--- src/rtl/dircc_avalon_st_multi_terminal.sv ---
// Avalon-ST sink that terminates multi-channel packet streams: per-channel packet counters,
// a word counter and sticky protocol error flags, readable/clearable over an Avalon-MM CSR slave.
// Optional: define DIRCC_AVALON_ST_TERMINAL_HALT_EN to hold asi_ready low while any error flag is set.
module dircc_avalon_st_multi_terminal #(
  parameter int DATA_WIDTH    = 32,
  parameter int EMPTY_WIDTH   = 2,
  parameter int CHANNELS      = 4,
  parameter int CHANNEL_WIDTH = 2,
  parameter int ADDR_WIDTH    = 3
) (
  input  logic                     clk,
  input  logic                     reset_n,
  input  logic [DATA_WIDTH-1:0]    asi_data,
  input  logic                     asi_valid,
  output logic                     asi_ready,
  input  logic                     asi_startofpacket,
  input  logic                     asi_endofpacket,
  input  logic [EMPTY_WIDTH-1:0]   asi_empty,
  input  logic [CHANNEL_WIDTH-1:0] asi_channel,
  input  logic [ADDR_WIDTH-1:0]    avs_address,
  input  logic                     avs_read,
  input  logic                     avs_write,
  input  logic [31:0]              avs_writedata,
  output logic [31:0]              avs_readdata,
  output logic                     irq
);

  typedef enum logic {IDLE = 1'b0, IN_PKT = 1'b1} state_t;

  localparam logic [CHANNEL_WIDTH:0] CH_LIM  = (CHANNEL_WIDTH+1)'(CHANNELS);
  localparam logic [ADDR_WIDTH:0]    A_FLAGS = (ADDR_WIDTH+1)'(CHANNELS);
  localparam logic [ADDR_WIDTH:0]    A_WORDS = (ADDR_WIDTH+1)'(CHANNELS + 1);

  state_t              st     [CHANNELS];
  state_t              st_nxt [CHANNELS];
  logic [31:0]         pkt_cnt[CHANNELS];
  logic [CHANNELS-1:0] pkt_evt;
  logic [CHANNELS-1:0] cnt_clr;
  logic [3:0]          flags;
  logic [3:0]          flag_set;
  logic [3:0]          flags_nxt;
  logic [31:0]         words;
  logic [31:0]         rd_mux;
  logic [ADDR_WIDTH:0] addr_ext;
  logic                beat;
  logic                in_range;
  logic                word_evt;
  logic                word_clr;
  logic                flag_clr;
  logic                ready_en;
  logic                unused_ok;

  // Payload and CSR write data carry no information for this block.
  assign unused_ok = ^{asi_data, avs_writedata};

  assign beat     = asi_valid & asi_ready;
  assign in_range = {1'b0, asi_channel} < CH_LIM;
  assign word_evt = beat & in_range;
  assign addr_ext = {1'b0, avs_address};
  assign word_clr = avs_write && (addr_ext == A_WORDS);
  assign flag_clr = avs_write && (addr_ext == A_FLAGS);

  always_comb begin
    flag_set = '0;
    pkt_evt  = '0;
    for (int c = 0; c < CHANNELS; c++) st_nxt[c] = st[c];
    if (beat) begin
      if (!in_range) begin
        flag_set[3] = 1'b1;
      end else begin
        if ((asi_empty != '0) && !asi_endofpacket) flag_set[2] = 1'b1;
        for (int c = 0; c < CHANNELS; c++) begin
          if (asi_channel == CHANNEL_WIDTH'(c)) begin
            if (asi_startofpacket) begin
              // A second SOP abandons the open packet and restarts from this beat.
              if (st[c] == IN_PKT) flag_set[0] = 1'b1;
              if (asi_endofpacket) begin
                pkt_evt[c] = 1'b1;
                st_nxt[c]  = IDLE;
              end else begin
                st_nxt[c]  = IN_PKT;
              end
            end else if (st[c] == IDLE) begin
              flag_set[1] = 1'b1;
            end else if (asi_endofpacket) begin
              pkt_evt[c] = 1'b1;
              st_nxt[c]  = IDLE;
            end
          end
        end
      end
    end
  end

  always_comb begin
    cnt_clr = '0;
    rd_mux  = '0;
    for (int c = 0; c < CHANNELS; c++) begin
      if (addr_ext == (ADDR_WIDTH+1)'(c)) begin
        cnt_clr[c] = avs_write;
        rd_mux     = pkt_cnt[c];
      end
    end
    if (addr_ext == A_FLAGS) rd_mux = {28'd0, flags};
    if (addr_ext == A_WORDS) rd_mux = words;
  end

  // Clear is applied first so a same-cycle event survives it.
  assign flags_nxt = (flag_clr ? 4'd0 : flags) | flag_set;

  always_ff @(posedge clk or negedge reset_n) begin
    if (!reset_n) begin
      for (int c = 0; c < CHANNELS; c++) begin
        st[c]      <= IDLE;
        pkt_cnt[c] <= '0;
      end
      flags        <= '0;
      irq          <= 1'b0;
      words        <= '0;
      avs_readdata <= '0;
      ready_en     <= 1'b0;
    end else begin
      ready_en <= 1'b1;
      for (int c = 0; c < CHANNELS; c++) begin
        st[c] <= st_nxt[c];
        if (pkt_evt[c]) begin
          if (cnt_clr[c])               pkt_cnt[c] <= 32'd1;
          else if (pkt_cnt[c] != '1)    pkt_cnt[c] <= pkt_cnt[c] + 32'd1;
        end else if (cnt_clr[c]) begin
          pkt_cnt[c] <= '0;
        end
      end
      if (word_evt) begin
        if (word_clr)            words <= 32'd1;
        else if (words != '1)    words <= words + 32'd1;
      end else if (word_clr) begin
        words <= '0;
      end
      flags <= flags_nxt;
      irq   <= |flags_nxt;
      if (avs_read) avs_readdata <= rd_mux;
    end
  end

`ifdef DIRCC_AVALON_ST_TERMINAL_HALT_EN
  assign asi_ready = ready_en & ~(|flags);
`else
  assign asi_ready = ready_en;
`endif

endmodule
--- config.mk ---
export PLATFORM = sky130hd
export DESIGN_NAME = dircc_avalon_st_multi_terminal
export DESIGN_NICKNAME = d
export VERILOG_FILES = /design/src/rtl/dircc_avalon_st_multi_terminal.sv
export SDC_FILE = /design/constraint.sdc
export NUM_CORES = 1
export LEC_CHECK = 0
export ABC_AREA = 1
export CORE_UTILIZATION = 25
export CTS_CLUSTER_SIZE = 24
export DETAILED_ROUTE_END_ITERATION = 10
export PLACE_DENSITY_LB_ADDON = 0.12
export SLEW_MARGIN = 20
export SYNTH_ARGS = -nofsm -noshare
export SYNTH_HDL_FRONTEND = slang
export SYNTH_SLANG_ARGS = --single-unit
--- constraint.sdc ---
create_clock -name clk -period 3.2 [get_ports clk]
set_input_delay 0.64 -clock clk [delete_from_list [all_inputs] [get_ports clk]]
set_output_delay 0.64 -clock clk [all_outputs]
set_load 0.02 [all_outputs]
==> qor.yml <==
outcome: "finished, final reports clean"
busiest_layer: "met2"
stdcell_count: 2978
ys_warn_count: 0
synth_cell_type_count: 42
track_usage: 0.199
gr-total-overflow: 0
synth_compound_area_frac: 0.125
ant_nets: 0
post-route-min-period_ns: 2.54
clock.fmax_ghz: 0.394
coreArea_mm2: 0.0552
hold_viol_final: 0
synth_top_family_by_area: "simple AND/OR/NAND/NOR gates"
fp-row-count: 86
drt_iter0_drc: 1278
finalWorstSetupSlack_ns: 0.665
synth-adder-area-share: 0.00447
synthCells: 2150
die_x_um: 239
synth-simple-area-share: 0.396
use_met2: 0.300
cts_resized: 0
setup_viol: 0
end_kind: "register"
grt_use_met1: 0.300
cp_slowest_cell: "dfrtp_1"
dieArea_mm2: 0.0569
grt_max_degree: 92
tns_ns: 0
clockBufferDepth: 3
crit_chain: "ha_1, nand3_1, nor2_2, nand4_1, nor2_1, nand2_1, nand2_1, o21ai_0"
cp.required_ns: 3.65
clock_latency_ns: 0.60
synth_nets: 2233
place_ws_ns: 0.185
worstMarginPinSlew_ns: 0.689
drv_slew: 0
wl_um: 55900
grt_pass1_wl_um: 85700
cap_violations: 0
diodes: 0
syn2layout_area_growth_pct: 17.3
arrival_ns: 2.99
drive_gt1_frac: 0.0865
final_util: 0.297
hold_path.class: "register to register"
skew_ns: 0.0285
vias: 14200
cp_slowest_stage_delay_ns: 0.47
finalCritPeriodShare: 0.792
synth-seq-cells: 202
ios: 112
antenna_found_initial: 1
final_nets: 2290
cts_max_level: 1
post-cts-setup-buffer-count: 0
grt_pass1_vias: 13600
muxShareOfSynthArea: 0
powerDensity_mw_per_mm2: 440
port-buffer-count: 47
cp_common_cell: "nand2_1"
whs_ns: 0.485
start_util: 0.253
dp.cells: 2923
via_per_inst: 4.76
start_kind: "register"
clk_pin_slew_ns: 0.06
post_drt_wl_per_cell_um: 18.8
drtPass1Iterations: 6
total_leakage_power_nw: 6.75
root_buffer: "clkbuf_16"
synthXorXnorAreaFrac: 0.0232
cts.sinks: 202
place_congestion: 0.876
max_slew_margin: 0.540
cp_max_fo: 12
avgSynthCellArea_um2: 6.51
syn_area_mm2: 0.0140
vdd_drop_max_uv: 384
synth-seq-area-share: 0.361
use_met3: 0.0210
drc: 0
cts_tree: "yes"
post-dp-hpwl_um: 43500
die_y_um: 239
rsz0062_at_grt: "no"
crit_type: "register to register"
cts_buffers: 29
[power breakdown]
group / leakage [nW] / total, W / switching, W / internal (W)
registers: 2.72 / 0.00288 / 0.000176 / 0.00271
logic: 3.51 / 0.000809 / 0.000539 / 0.000270
clock network: 0.513 / 0.00353 / 0.00135 / 0.00218
total: 6.75 / 0.00722 / 0.00207 / 0.00516
[sequential cells by signal (all words and copies together) (netlist names)]
signal,count
pkt_cnt,128
flags,4
words,32
asi_ready,1
irq,1
st,4
avs_readdata,32
[metal layers]
metal  part of all wire  wire length (um)
met1               0.50             28200
met2               0.43             24100
met3              0.041              2310
met4              0.023              1260
met5            0.00014                 8
[timing repair]
action	in CTS	in global routing
hold buffers	1	0
hold endpoints to repair	42	0
endpoints found under the setup margin	0	0
[cells in the final DEF (no fill, tap or decap), types with 6 or more instances in the layout]
cell / Yosys / routed
clkinv_2: 0 / 8
a21oi_1: 50 / 50
clkbuf_16: 0 / 29
nor3_1: 22 / 22
clkdlybuf4s50_1: 0 / 45
nor2_2: 16 / 16
nand3_1: 141 / 141
o21ai_2: 34 / 34
o22ai_1: 52 / 52
nor2_1: 317 / 317
xnor2_1: 7 / 7
nand4_1: 74 / 74
nand2_1: 690 / 690
xor2_1: 30 / 30
buf_4: 10 / 33
nor2_4: 6 / 6
o21ai_1: 28 / 28
dfrtp_1: 202 / 202
inv_1: 221 / 221
o21ai_0: 128 / 128
inv_2: 16 / 16
nand2_2: 13 / 13
[worst paths after layout]
kind	start	endpoint	slack (ns)	cells after the start
setup reg to reg	pkt_cnt[0]	pkt_cnt[18]	0.66	8
hold / removal	avs_readdata[0]	avs_readdata[0]	0.48	2
hold reg to reg	avs_readdata[0]	avs_readdata[0]	0.48	2
min in group asynchronous	reset_n	pkt_cnt[85]	0.57	2
max in group asynchronous	reset_n	pkt_cnt[30]	1.78	3
setup / recovery	pkt_cnt[0]	pkt_cnt[18]	0.66	8
[area by class of cell]
cell class / count / area [um2]
fillers: 6172 / 38800
multi-input cells: 1649 / 7680
well taps: 748 / 936
flip-flops and latches: 202 / 5050
clock inverters: 17 / 234
repair buffers: 84 / 788
clock buffers: 37 / 806
inverters: 241 / 912
[cell usage after synthesis]
cell type  instances  share of area
clkbuf_1          21         0.0056
o41ai_1            1        0.00063
or2_2              3         0.0013
nand4_1           74          0.033
buf_2             12         0.0043
nor2_2            16         0.0072
nand2_2           13         0.0058
buf_4             10         0.0054
nand2_4            3         0.0024
dfrtp_1          202           0.36
o22ai_1           52          0.023
nor2_1           317          0.085
and2_1             2        0.00089
buf_6              9         0.0072
nand3_1          141          0.050
o21ai_0          128          0.046
o211ai_1           5         0.0027
clkinv_1           1        0.00027
clkbuf_2           1        0.00036
or2_1              1        0.00045
o21ai_2           34          0.021
nand3_2            5         0.0036
a31oi_1            4         0.0018
inv_1            221          0.059
nand2_1          690           0.19
nor3_4             1         0.0012
inv_2             16         0.0043
nor3_1            22         0.0079
ha_1               5         0.0045
buf_1              5         0.0013
conb_1             1        0.00027
xor2_1            30          0.019
a22oi_1            1        0.00054
nand3_4            2         0.0025
inv_4              3         0.0013
nor2_4             6         0.0048
xnor2_1            7         0.0044
nand3b_1           3         0.0016
a21oi_1           50          0.018
o21bai_1           2         0.0011
o21ai_1           28          0.010
nor2_8             2         0.0029
[through the flow]
stage	power (W)	instance area, um2
2_1_floorplan	0.00332	14000
3_5_place_dp	0.00374	15400
4_1_cts	0.00736	16400
6_report	0.00722	16400
3_3_place_gp	0.00374	15400
5_1_grt	0.00754	16400
[worst max-delay path, delay by kind of cell (launching register included)]
kind	cells	cell delay, ns
AOI/OAI and AO/OA	1	0.16
DFF	1	0.47
and+or+nand+nor	6	1.47
adders and majority gates	1	0.30
[logic make-up (layout without fill, tap and decap cells)]
kind of cell               Yosys count  in the layout
and+or+nand+nor                   1301           1301
xor gates and xnor gates            37             37
other                                1              1
AOI/OAI and AO/OA                  305            305
DFF                                202            202
buffers and inverters              299            379
adders and majority gates            5              5
Power figures use the tool's default switching activity.
